<file path="src/rtl/div32_seq_pkg.sv">
// Shared width, latency and FSM encoding for the sequential divider.
package div32_seq_pkg;

  localparam int DATA_WIDTH  = 32;
  // Clock edges from the START sample to the edge that raises DONE.
  localparam int DIV_LATENCY = DATA_WIDTH + 1;

  typedef enum logic [1:0] {
    ST_IDLE = 2'd0,
    ST_CALC = 2'd1,
    ST_FIX  = 2'd2
  } state_t;

endpackage

</file>
<file path="src/rtl/div32_seq_if.sv">
// Request/result bundle between the control unit (master) and the divider (slave).
interface div32_seq_if
  import div32_seq_pkg::*;
#(
  parameter int WIDTH = DATA_WIDTH
) ();

  logic             start;
  logic             signed_op;
  logic [WIDTH-1:0] a;
  logic [WIDTH-1:0] b;
  logic [WIDTH-1:0] hi;
  logic [WIDTH-1:0] lo;
  logic             busy;
  logic             done;
  logic             dbz;

  modport master (output start, signed_op, a, b, input hi, lo, busy, done, dbz);
  modport slave  (input start, signed_op, a, b, output hi, lo, busy, done, dbz);

endinterface

</file>
<file path="src/rtl/div32_seq_step.sv">
// One combinational restoring step: shift {rem,quo} left, trial-subtract divisor, keep on no borrow.
// Latency: 0 cycles (purely combinational); backpressure: none, driven by the top FSM each CALC cycle.
module div32_seq_step #(
  parameter int WIDTH = 32
) (
  input  logic [WIDTH:0]   rem_i,
  input  logic [WIDTH-1:0] quo_i,
  input  logic [WIDTH-1:0] dvs_i,
  output logic [WIDTH:0]   rem_o,
  output logic [WIDTH-1:0] quo_o
);

  logic [WIDTH+1:0] rem_sh;
  logic [WIDTH+1:0] trial;
  logic             borrow;

  assign rem_sh = {rem_i, quo_i[WIDTH-1]};
  // The partial remainder never exceeds WIDTH+1 bits, so the top bit of the difference is the borrow.
  assign trial  = rem_sh - {2'b00, dvs_i};
  assign borrow = trial[WIDTH+1];

  assign rem_o = borrow ? rem_sh[WIDTH:0] : trial[WIDTH:0];
  assign quo_o = {quo_i[WIDTH-2:0], ~borrow};

endmodule

</file>
<file path="src/rtl/div32_seq.sv">
// Sequential restoring divider (DIVU; DIV too when DIV_SIGNED_EN is defined), LO=quotient, HI=remainder.
// Latency: START edge + WIDTH+1 edges to DONE, data independent; START ignored while BUSY, no queuing.
module div32_seq
  import div32_seq_pkg::*;
#(
  parameter int WIDTH = DATA_WIDTH
) (
  input  logic       clk,
  input  logic       rst_n,
  div32_seq_if.slave bus
);

  localparam int CW = $clog2(WIDTH);

  state_t           state_q, state_d;
  logic [CW-1:0]    cnt_q, cnt_d;
  logic [WIDTH:0]   rem_q, rem_d, rem_step;
  logic [WIDTH-1:0] quo_q, quo_d, quo_step;
  logic [WIDTH-1:0] dvs_q, dvs_d;
  logic [WIDTH-1:0] hi_q, hi_d, lo_q, lo_d;
  logic             busy_q, busy_d, done_q, done_d, dbz_q, dbz_d;
  logic             accept, dvs_zero;
  logic [WIDTH-1:0] a_mag, b_mag, hi_fix, lo_fix;

  assign accept   = bus.start & ~busy_q;
  assign dvs_zero = (dvs_q == '0);

`ifdef DIV_SIGNED_EN
  logic a_neg, b_neg;
  logic qneg_q, qneg_d, rneg_q, rneg_d;

  assign a_neg = bus.signed_op & bus.a[WIDTH-1];
  assign b_neg = bus.signed_op & bus.b[WIDTH-1];
  assign a_mag = a_neg ? (~bus.a + WIDTH'(1)) : bus.a;
  assign b_mag = b_neg ? (~bus.b + WIDTH'(1)) : bus.b;

  // Divide-by-zero keeps the raw all-ones quotient; the remainder fix then restores HI = A.
  assign lo_fix = (qneg_q & ~dvs_zero) ? (~quo_q + WIDTH'(1)) : quo_q;
  assign hi_fix = rneg_q ? (~rem_q[WIDTH-1:0] + WIDTH'(1)) : rem_q[WIDTH-1:0];

  always_comb begin
    qneg_d = qneg_q;
    rneg_d = rneg_q;
    if (accept) begin
      qneg_d = a_neg ^ b_neg;
      rneg_d = a_neg;
    end
  end

  always_ff @(posedge clk or negedge rst_n) begin
    if (!rst_n) begin
      qneg_q <= 1'b0;
      rneg_q <= 1'b0;
    end else begin
      qneg_q <= qneg_d;
      rneg_q <= rneg_d;
    end
  end
`else
  assign a_mag  = bus.a;
  assign b_mag  = bus.b;
  assign lo_fix = quo_q;
  assign hi_fix = rem_q[WIDTH-1:0];
`endif

  div32_seq_step #(.WIDTH(WIDTH)) u_step (
    .rem_i (rem_q),
    .quo_i (quo_q),
    .dvs_i (dvs_q),
    .rem_o (rem_step),
    .quo_o (quo_step)
  );

  always_comb begin
    state_d = state_q;
    cnt_d   = cnt_q;
    rem_d   = rem_q;
    quo_d   = quo_q;
    dvs_d   = dvs_q;
    hi_d    = hi_q;
    lo_d    = lo_q;
    dbz_d   = dbz_q;
    busy_d  = busy_q;
    done_d  = 1'b0;
    unique case (state_q)
      ST_IDLE: begin
        // BUSY stays high through the DONE cycle and drops on the edge after it.
        busy_d = 1'b0;
        if (accept) begin
          state_d = ST_CALC;
          busy_d  = 1'b1;
          cnt_d   = CW'(WIDTH - 1);
          rem_d   = '0;
          quo_d   = a_mag;
          dvs_d   = b_mag;
        end
      end
      ST_CALC: begin
        rem_d = rem_step;
        quo_d = quo_step;
        cnt_d = cnt_q - CW'(1);
        if (cnt_q == '0) state_d = ST_FIX;
      end
      ST_FIX: begin
        hi_d    = hi_fix;
        lo_d    = lo_fix;
        dbz_d   = dvs_zero;
        done_d  = 1'b1;
        state_d = ST_IDLE;
      end
      default: state_d = ST_IDLE;
    endcase
  end

  always_ff @(posedge clk or negedge rst_n) begin
    if (!rst_n) begin
      state_q <= ST_IDLE;
      cnt_q   <= '0;
      rem_q   <= '0;
      quo_q   <= '0;
      dvs_q   <= '0;
      hi_q    <= '0;
      lo_q    <= '0;
      dbz_q   <= 1'b0;
      busy_q  <= 1'b0;
      done_q  <= 1'b0;
    end else begin
      state_q <= state_d;
      cnt_q   <= cnt_d;
      rem_q   <= rem_d;
      quo_q   <= quo_d;
      dvs_q   <= dvs_d;
      hi_q    <= hi_d;
      lo_q    <= lo_d;
      dbz_q   <= dbz_d;
      busy_q  <= busy_d;
      done_q  <= done_d;
    end
  end

  assign bus.hi   = hi_q;
  assign bus.lo   = lo_q;
  assign bus.busy = busy_q;
  assign bus.done = done_q;
  assign bus.dbz  = dbz_q;

endmodule

</file>
<file path="src/flat_wrapper.sv">
// flat-port wrapper written by rule: the top's interface ports become plain ports
module div32_seq_flat import div32_seq_pkg::*;
#(
  parameter int WIDTH = DATA_WIDTH
)
  (clk, rst_n, bus_start, bus_signed_op, bus_a, bus_b, bus_hi, bus_lo, bus_busy, bus_done, bus_dbz);
  div32_seq_if #(.WIDTH(WIDTH)) bus_i ();
  input  logic clk;
  input  logic rst_n;
  input wire logic [$bits(bus_i.start)-1:0] bus_start;
  input wire logic [$bits(bus_i.signed_op)-1:0] bus_signed_op;
  input wire logic [$bits(bus_i.a)-1:0] bus_a;
  input wire logic [$bits(bus_i.b)-1:0] bus_b;
  output wire logic [$bits(bus_i.hi)-1:0] bus_hi;
  output wire logic [$bits(bus_i.lo)-1:0] bus_lo;
  output wire logic [$bits(bus_i.busy)-1:0] bus_busy;
  output wire logic [$bits(bus_i.done)-1:0] bus_done;
  output wire logic [$bits(bus_i.dbz)-1:0] bus_dbz;
  assign bus_i.start = bus_start;
  assign bus_i.signed_op = bus_signed_op;
  assign bus_i.a = bus_a;
  assign bus_i.b = bus_b;
  assign bus_hi = bus_i.hi;
  assign bus_lo = bus_i.lo;
  assign bus_busy = bus_i.busy;
  assign bus_done = bus_i.done;
  assign bus_dbz = bus_i.dbz;
  div32_seq #(.WIDTH(WIDTH)) u_core (.clk(clk), .rst_n(rst_n), .bus(bus_i));
endmodule
</file>
<file path="config.mk">
export PLATFORM = sky130hd
export DESIGN_NAME = div32_seq_flat
export DESIGN_NICKNAME = d
export VERILOG_FILES = /design/src/rtl/div32_seq_pkg.sv /design/src/rtl/div32_seq_if.sv /design/src/rtl/div32_seq_step.sv /design/src/rtl/div32_seq.sv /design/src/flat_wrapper.sv
export SDC_FILE = /design/constraint.sdc
export NUM_CORES = 1
export LEC_CHECK = 0
export CORE_MARGIN = 10
export CORE_UTILIZATION = 45
export DETAILED_ROUTE_END_ITERATION = 7
export HOLD_SLACK_MARGIN = 0.08
export PLACE_DENSITY = 0.68
export SYNTH_ARGS = -nofsm -noshare
export SYNTH_HDL_FRONTEND = slang
export SYNTH_SLANG_ARGS = --single-unit
</file>
<file path="constraint.sdc">
create_clock -name clk -period 7.7 [get_ports clk]
set_clock_uncertainty 0.2 [all_clocks]
set_input_delay 0.77 -clock clk [delete_from_list [all_inputs] [get_ports clk]]
set_output_delay 0.77 -clock clk [all_outputs]
set_load 0.01 [all_outputs]
</file>
---- Word-level counts from Yosys, hierarchy flattened ----
Index checks and enable logic that the tools add are counted.
W data, S select, Z words.
word-level totals
  bits of input ports ..................... 68
  flip-flop bits (word level) ............. 171
  output and inout bits ................... 67
cells by class
  bitwise operators ....................... 3
  eq/ne operators ......................... 4
  $add $sub $neg .......................... 2
  multiplexer cells ....................... 12
  reductions and logical operators ........ 7
operators by type and width
  kind                   number
  $mux W33               2
  $pmux W33 S2           1
  $pmux W32 S2           1
  $sub A34 B32 Y34       1
  $logic_not A32 Y1      1
  $mux W32               1
  $pmux W5 S2            1
  $reduce_and A2 Y1      3
  $logic_not A5 Y1       1
  $mux W5                1
  $sub A5 B1 Y5 const B  1
  $mux W2                2
  $ne A2 B1 Y1 const B   2
  $pmux W2 S2            1
  $eq A2 B1 Y1 const B   1
  $eq A2 B2 Y1 const B   1
  $logic_not A2 Y1       1
  $mux W1                2
  $not A1 Y1             2
  $reduce_bool A2 Y1     1
  $and A1 B1 Y1          1

---- Depth between registers and ports, before layout ----
  depth after elaboration ................. 4
  mapped depth ............................ 13
  gate-level depth less buffers ........... 12

---- Modules after synthesis ----
Synthesis repeated with hierarchy kept, for this count alone.
unflattened totals
  cells, all modules ...................... 1,039
  area, all modules ....................... 9,364.0 µm²
by module, submodules not included
  module          area each (µm²)  cells each  times used  sequential area each (µm²)
  div32_seq       6,850.3          669         1           4,279.1
  div32_seq_step  2,513.7          370         1           0.0

---- Worst setup path after synthesis ----
Ideal clock, no wire load.
  kind .................................... reg2reg
  from .................................... reg u_core.dvs_q[1]
  to ...................................... reg u_core.rem_q[0]
  arrival time ............................ 2.710 ns
  stages on the path, launching flop included .. 12
  path slack .............................. 4.707 ns
  required time ........................... 7.417 ns
  setup time .............................. 0.083 ns
  cell sequence ........................... dfrtp_1 inv_1 ha_1 nor2b_4 o31a_1 o311ai_2 nand3_2 o22a_1 a221o_2 nor2_8 mux2_2 o21ai_0
on the way
  longest elaborated chain between the ends .. 3
RTL lines
  element                 line                  text
  from (decl)             div32_seq.sv:19       logic [WIDTH-1:0] dvs_q, dvs_d;
  from (signal assigned)  div32_seq.sv:132      dvs_q <= dvs_d;
  $sub A34 B32 Y34        div32_seq_step.sv:19  assign trial = rem_sh - {2'b00, dvs_i};
  $mux W33                div32_seq_step.sv:22  assign rem_o = borrow ? rem_sh[WIDTH:0] : trial[WIDTH:0];
  $pmux W33 S2            div32_seq.sv:85       unique case (state_q)
  to (signal assigned)    div32_seq.sv:130      rem_q <= rem_d;
  to (decl)               div32_seq.sv:17       logic [WIDTH:0] rem_q, rem_d, rem_step;
Every way passes these cells.
A chain may end at the register's enable or synchronous reset.

---- Worst setup path in the final report ----
  from .................................... reg u_core.dvs_q[1]
  to ...................................... reg u_core.rem_q[1]
Same word-level chain as after synthesis.

==> reports/qor.tcl <==
set qor(cts_tree) {yes}
set qor(regToRegSetupSlack_ns) 4.04
set qor(synth_cell_type_count) 58
set qor(timing.final.crit_period_ns) 3.66
set qor(worstMarginPinSlew_ns) 1.09
set qor(floorplan.io_pins) 135
set qor(power_per_cell_area_nw_per_um2) 494
set qor(grt_pass1_vias) 6656
set qor(wl_um) 21100
set qor(fin_tns_setup_ns) 0
set qor(ctsResizeCount) 0
set qor(skew_pair_late_insertion_delay_ns) 0.43
set qor(initial_core_util_pct) 46.3
set qor(worst_slew_margin_rel_pct) 27.0
set qor(globalRouteTotalUtil_pct) 16.4
set qor(synth.yosys.seq_area_share_pct) 48.8
set qor(cts.clk_slew.worst_paths_ns) 0.07
set qor(maxCapViolations) 0
set qor(route.vias.total) 6673
set qor(crit_path_start_kind) {flip-flop}
set qor(holdCritPathClass) {input port to asynchronous set/reset pin}
set qor(multi_input_area_um2) 4140
set qor(clock.fmax_ghz) 0.273
set qor(vias_per_cell) 5.35
set qor(synthCells) 862
set qor(max-vdd-ir-drop_mv) 0.220
set qor(hold_violations) 0
set qor(worstPathRequired_ns) 7.84
set qor(place_congestion) 0.904
set qor(num-nets-final) 1078
set qor(synth.avg_cell_area_um2) 10.2
set qor(drc) 0
set qor(worstPathMaxFanout) 33
set qor(grt_first_pass_wirelength_um) 34500
set qor(grt_setup_unrepaired) {false}
set qor(grt_antenna_before_repair) 1
set qor(cts.path.max_buffers) 2
set qor(routed_wire_length_per_instance_um) 16.9
set qor(die_y_um) 160
set qor(post_cts_buffers) 0
set qor(cp_data_arrival_time_ns) 3.80
set qor(antenna_left) 0
set qor(worstReg2RegStart) {u_core.dvs_q[1]}
set qor(run_status) {completed}
set qor(h-tree-depth) 4
set qor(layout-area-overhead-vs-synth_pct) 23.8
set qor(total_power_uw) 5360
set qor(final-instance-count-excl-fill) 1248
set qor(die-width_um) 160
set qor(power_leakage_uw) 0.00493
set qor(synth.ff_latch_count) 171
set qor(timing_max_transition_violations_final) 0
set qor(fillers) 1703
set qor(total_of_buffers_placed_on_input_and_output_ports) 133
set qor(area_of_the_placeable_core_um2) 19000
set qor(quantity_of_hold_fixing_buffers_added_after_cts) 0
set qor(post_synth_instance_area_um2) 8770
set qor(worstSetupPathType) {flip-flop to flip-flop}
set qor(synth-edff-count) 0
set qor(dp.final_hpwl_um) 14700
set qor(drive_gt1_share_pct) 12.1
set qor(clock_tree.root_cell) {clkbuf_16}
set qor(critPathCaptureType) {flip-flop}
set qor(antenna_cells) 0
set qor(grt_start_max_net_pins) 101
set qor(yosysWarningCount) 0
set qor(path_buf_inv) 1
set qor(cpMaxStageDelayCell) {nor2_8}
set qor(worst_r2r_endpoint) {u_core.rem_q[1]}
set qor(drt-pass1-iter-count) 5
set qor(ys_async_sr_fraction_pct) 100
set qor(fp-row-count) 50
set qor(reg2regPathDepth) 11
set qor(cpPeakStageDelay_ns) 0.57
set qor(finalCritPeriodShare_pct) 47.6
set qor(post_synthesis_net_count) 965
set qor(die_area_um2) 25500
set qor(dominantRegCellSynth) {dfrtp_1}
set qor(register_area_um2) 4280
set qor(critical_path.cell_chain) {inv_1 > ha_1 > nor2b_4 > o31a_1 > o311ai_2 > nand3_2 > o22a_1 > a221o_2 > nor2_8 > mux2_2 > o21ai_0}
set qor(initialDrtViolationCount) 306
set qor(clkSinkCount) 171
set qor(timing.critical_path.max_delay_family) {compound AO/OA/AOI/OAI gates}
set qor(tritoncts.num_buffers) 17
set qor(timing.final.setup_violations) 0
set qor(grt.overflow.total) 0
set qor(numPlacedInstances) 1216
per-layer routing:
metal | part of all wire, % | vias up | GRT usage (%)
met3 | 8.5 | 19 | 7.75
met4 | 0.86 | 2 | 3.62
met5 | 0.062 | - | 0
met1 | 46 | 3225 | 20.4
met2 | 44 | 137 | 25.3
li1 | - | 3290 | -
how the worst max path moves through the flow:
stage / from / endpoint / slack (ns) / depth (start not counted)
final: u_core.dvs_q[1] / u_core.rem_q[1] / 4.04 / 11
after global routing: u_core.dvs_q[1] / u_core.rem_q[1] / 3.78 / 11
after CTS: u_core.dvs_q[1] / u_core.rem_q[1] / 4.00 / 11
after detailed placement: u_core.dvs_q[1] / u_core.rem_q[0] / 4.02 / 11
after global placement: u_core.dvs_q[1] / u_core.rem_q[1] / 4.06 / 11
after floorplan: u_core.dvs_q[1] / u_core.rem_q[0] / 4.71 / 11
power by group:
group          total [uW]  internal [uW]  switching [uW]
Sequential           1530           1260             266
Clock                 847            457             390
Combinational        2980           1310            1670
Total                5360           3030            2330
cell families (layout without fill, tap and decap cells):
family	Yosys count	count (layout)	synth area share [%]
buffers and inverters	86	212	4.27
multiplexers	93	93	11.5
XOR/XNOR	29	29	2.90
flip-flops	171	171	48.8
adder cells (fa/ha/maj)	35	35	5.08
AND/OR/NAND/NOR	244	244	13.1
AO/OA/AOI/OAI	204	204	14.4
stage by stage:
step | utilization [%] | cell area, um^2 | hold WS (ns) | worst slack (ns)
floorplan | - | 8770 | 0.265 | 4.71
global placement | 54.2 | 10300 | 0.268 | 4.06
detailed placement | 54.2 | 10300 | 0.273 | 4.02
CTS | 57.3 | 10900 | 0.275 | 4.00
global route | 57.3 | 10900 | 0.308 | 3.78
finish | 57.3 | 10900 | 0.255 | 4.04
layout make-up:
| class | instances | share of cell area [%] |
|---|---|---|
| sequential | 171 | 39.4 |
| inverter | 42 | 1.45 |
| clock inverter | 15 | 1.43 |
| tap | 260 | 3.00 |
| timing repair buffer | 138 | 12.6 |
| clock buffer | 17 | 3.92 |
| multi-input combinational | 605 | 38.1 |
sequential cells by signal, indices dropped and copies added (netlist names):
signal,count
u_core.rem_q,33
u_core.bus.hi,32
u_core.bus.lo,32
u_core.dvs_q,32
u_core.lo_fix,32
u_core.cnt_q,5
u_core.state_q,2
u_core.bus.busy,1
u_core.bus.dbz,1
u_core.bus.done,1
synthesized netlist by cell type, types with 15 or more instances:
| cell type | number | area [um^2] |
|---|---|---|
| dfrtp_1 | 171 | 4280 |
| nand2_1 | 126 | 473 |
| mux2_2 | 64 | 721 |
| o21ai_0 | 60 | 300 |
| inv_1 | 42 | 158 |
| nand3_1 | 40 | 200 |
| clkbuf_1 | 34 | 128 |
| ha_1 | 34 | 425 |
| a21oi_1 | 32 | 160 |
| a22oi_1 | 31 | 233 |
| mux2i_1 | 29 | 290 |
| o21ai_1 | 29 | 145 |
| nor2_1 | 23 | 86.3 |
| xor2_1 | 15 | 131 |
cell usage in the layout, fill, tap and decap left out, types with 31 or more instances in the layout:
cell type | Yosys | layout
dfrtp_1 | 171 | 171
clkdlybuf4s50_1 | 0 | 132
nand2_1 | 126 | 126
mux2_2 | 64 | 64
o21ai_0 | 60 | 60
inv_1 | 42 | 42
nand3_1 | 40 | 40
ha_1 | 34 | 34
a21oi_1 | 32 | 32
a22oi_1 | 31 | 31
No activity file was read; power rests on OpenSTA's default activity.
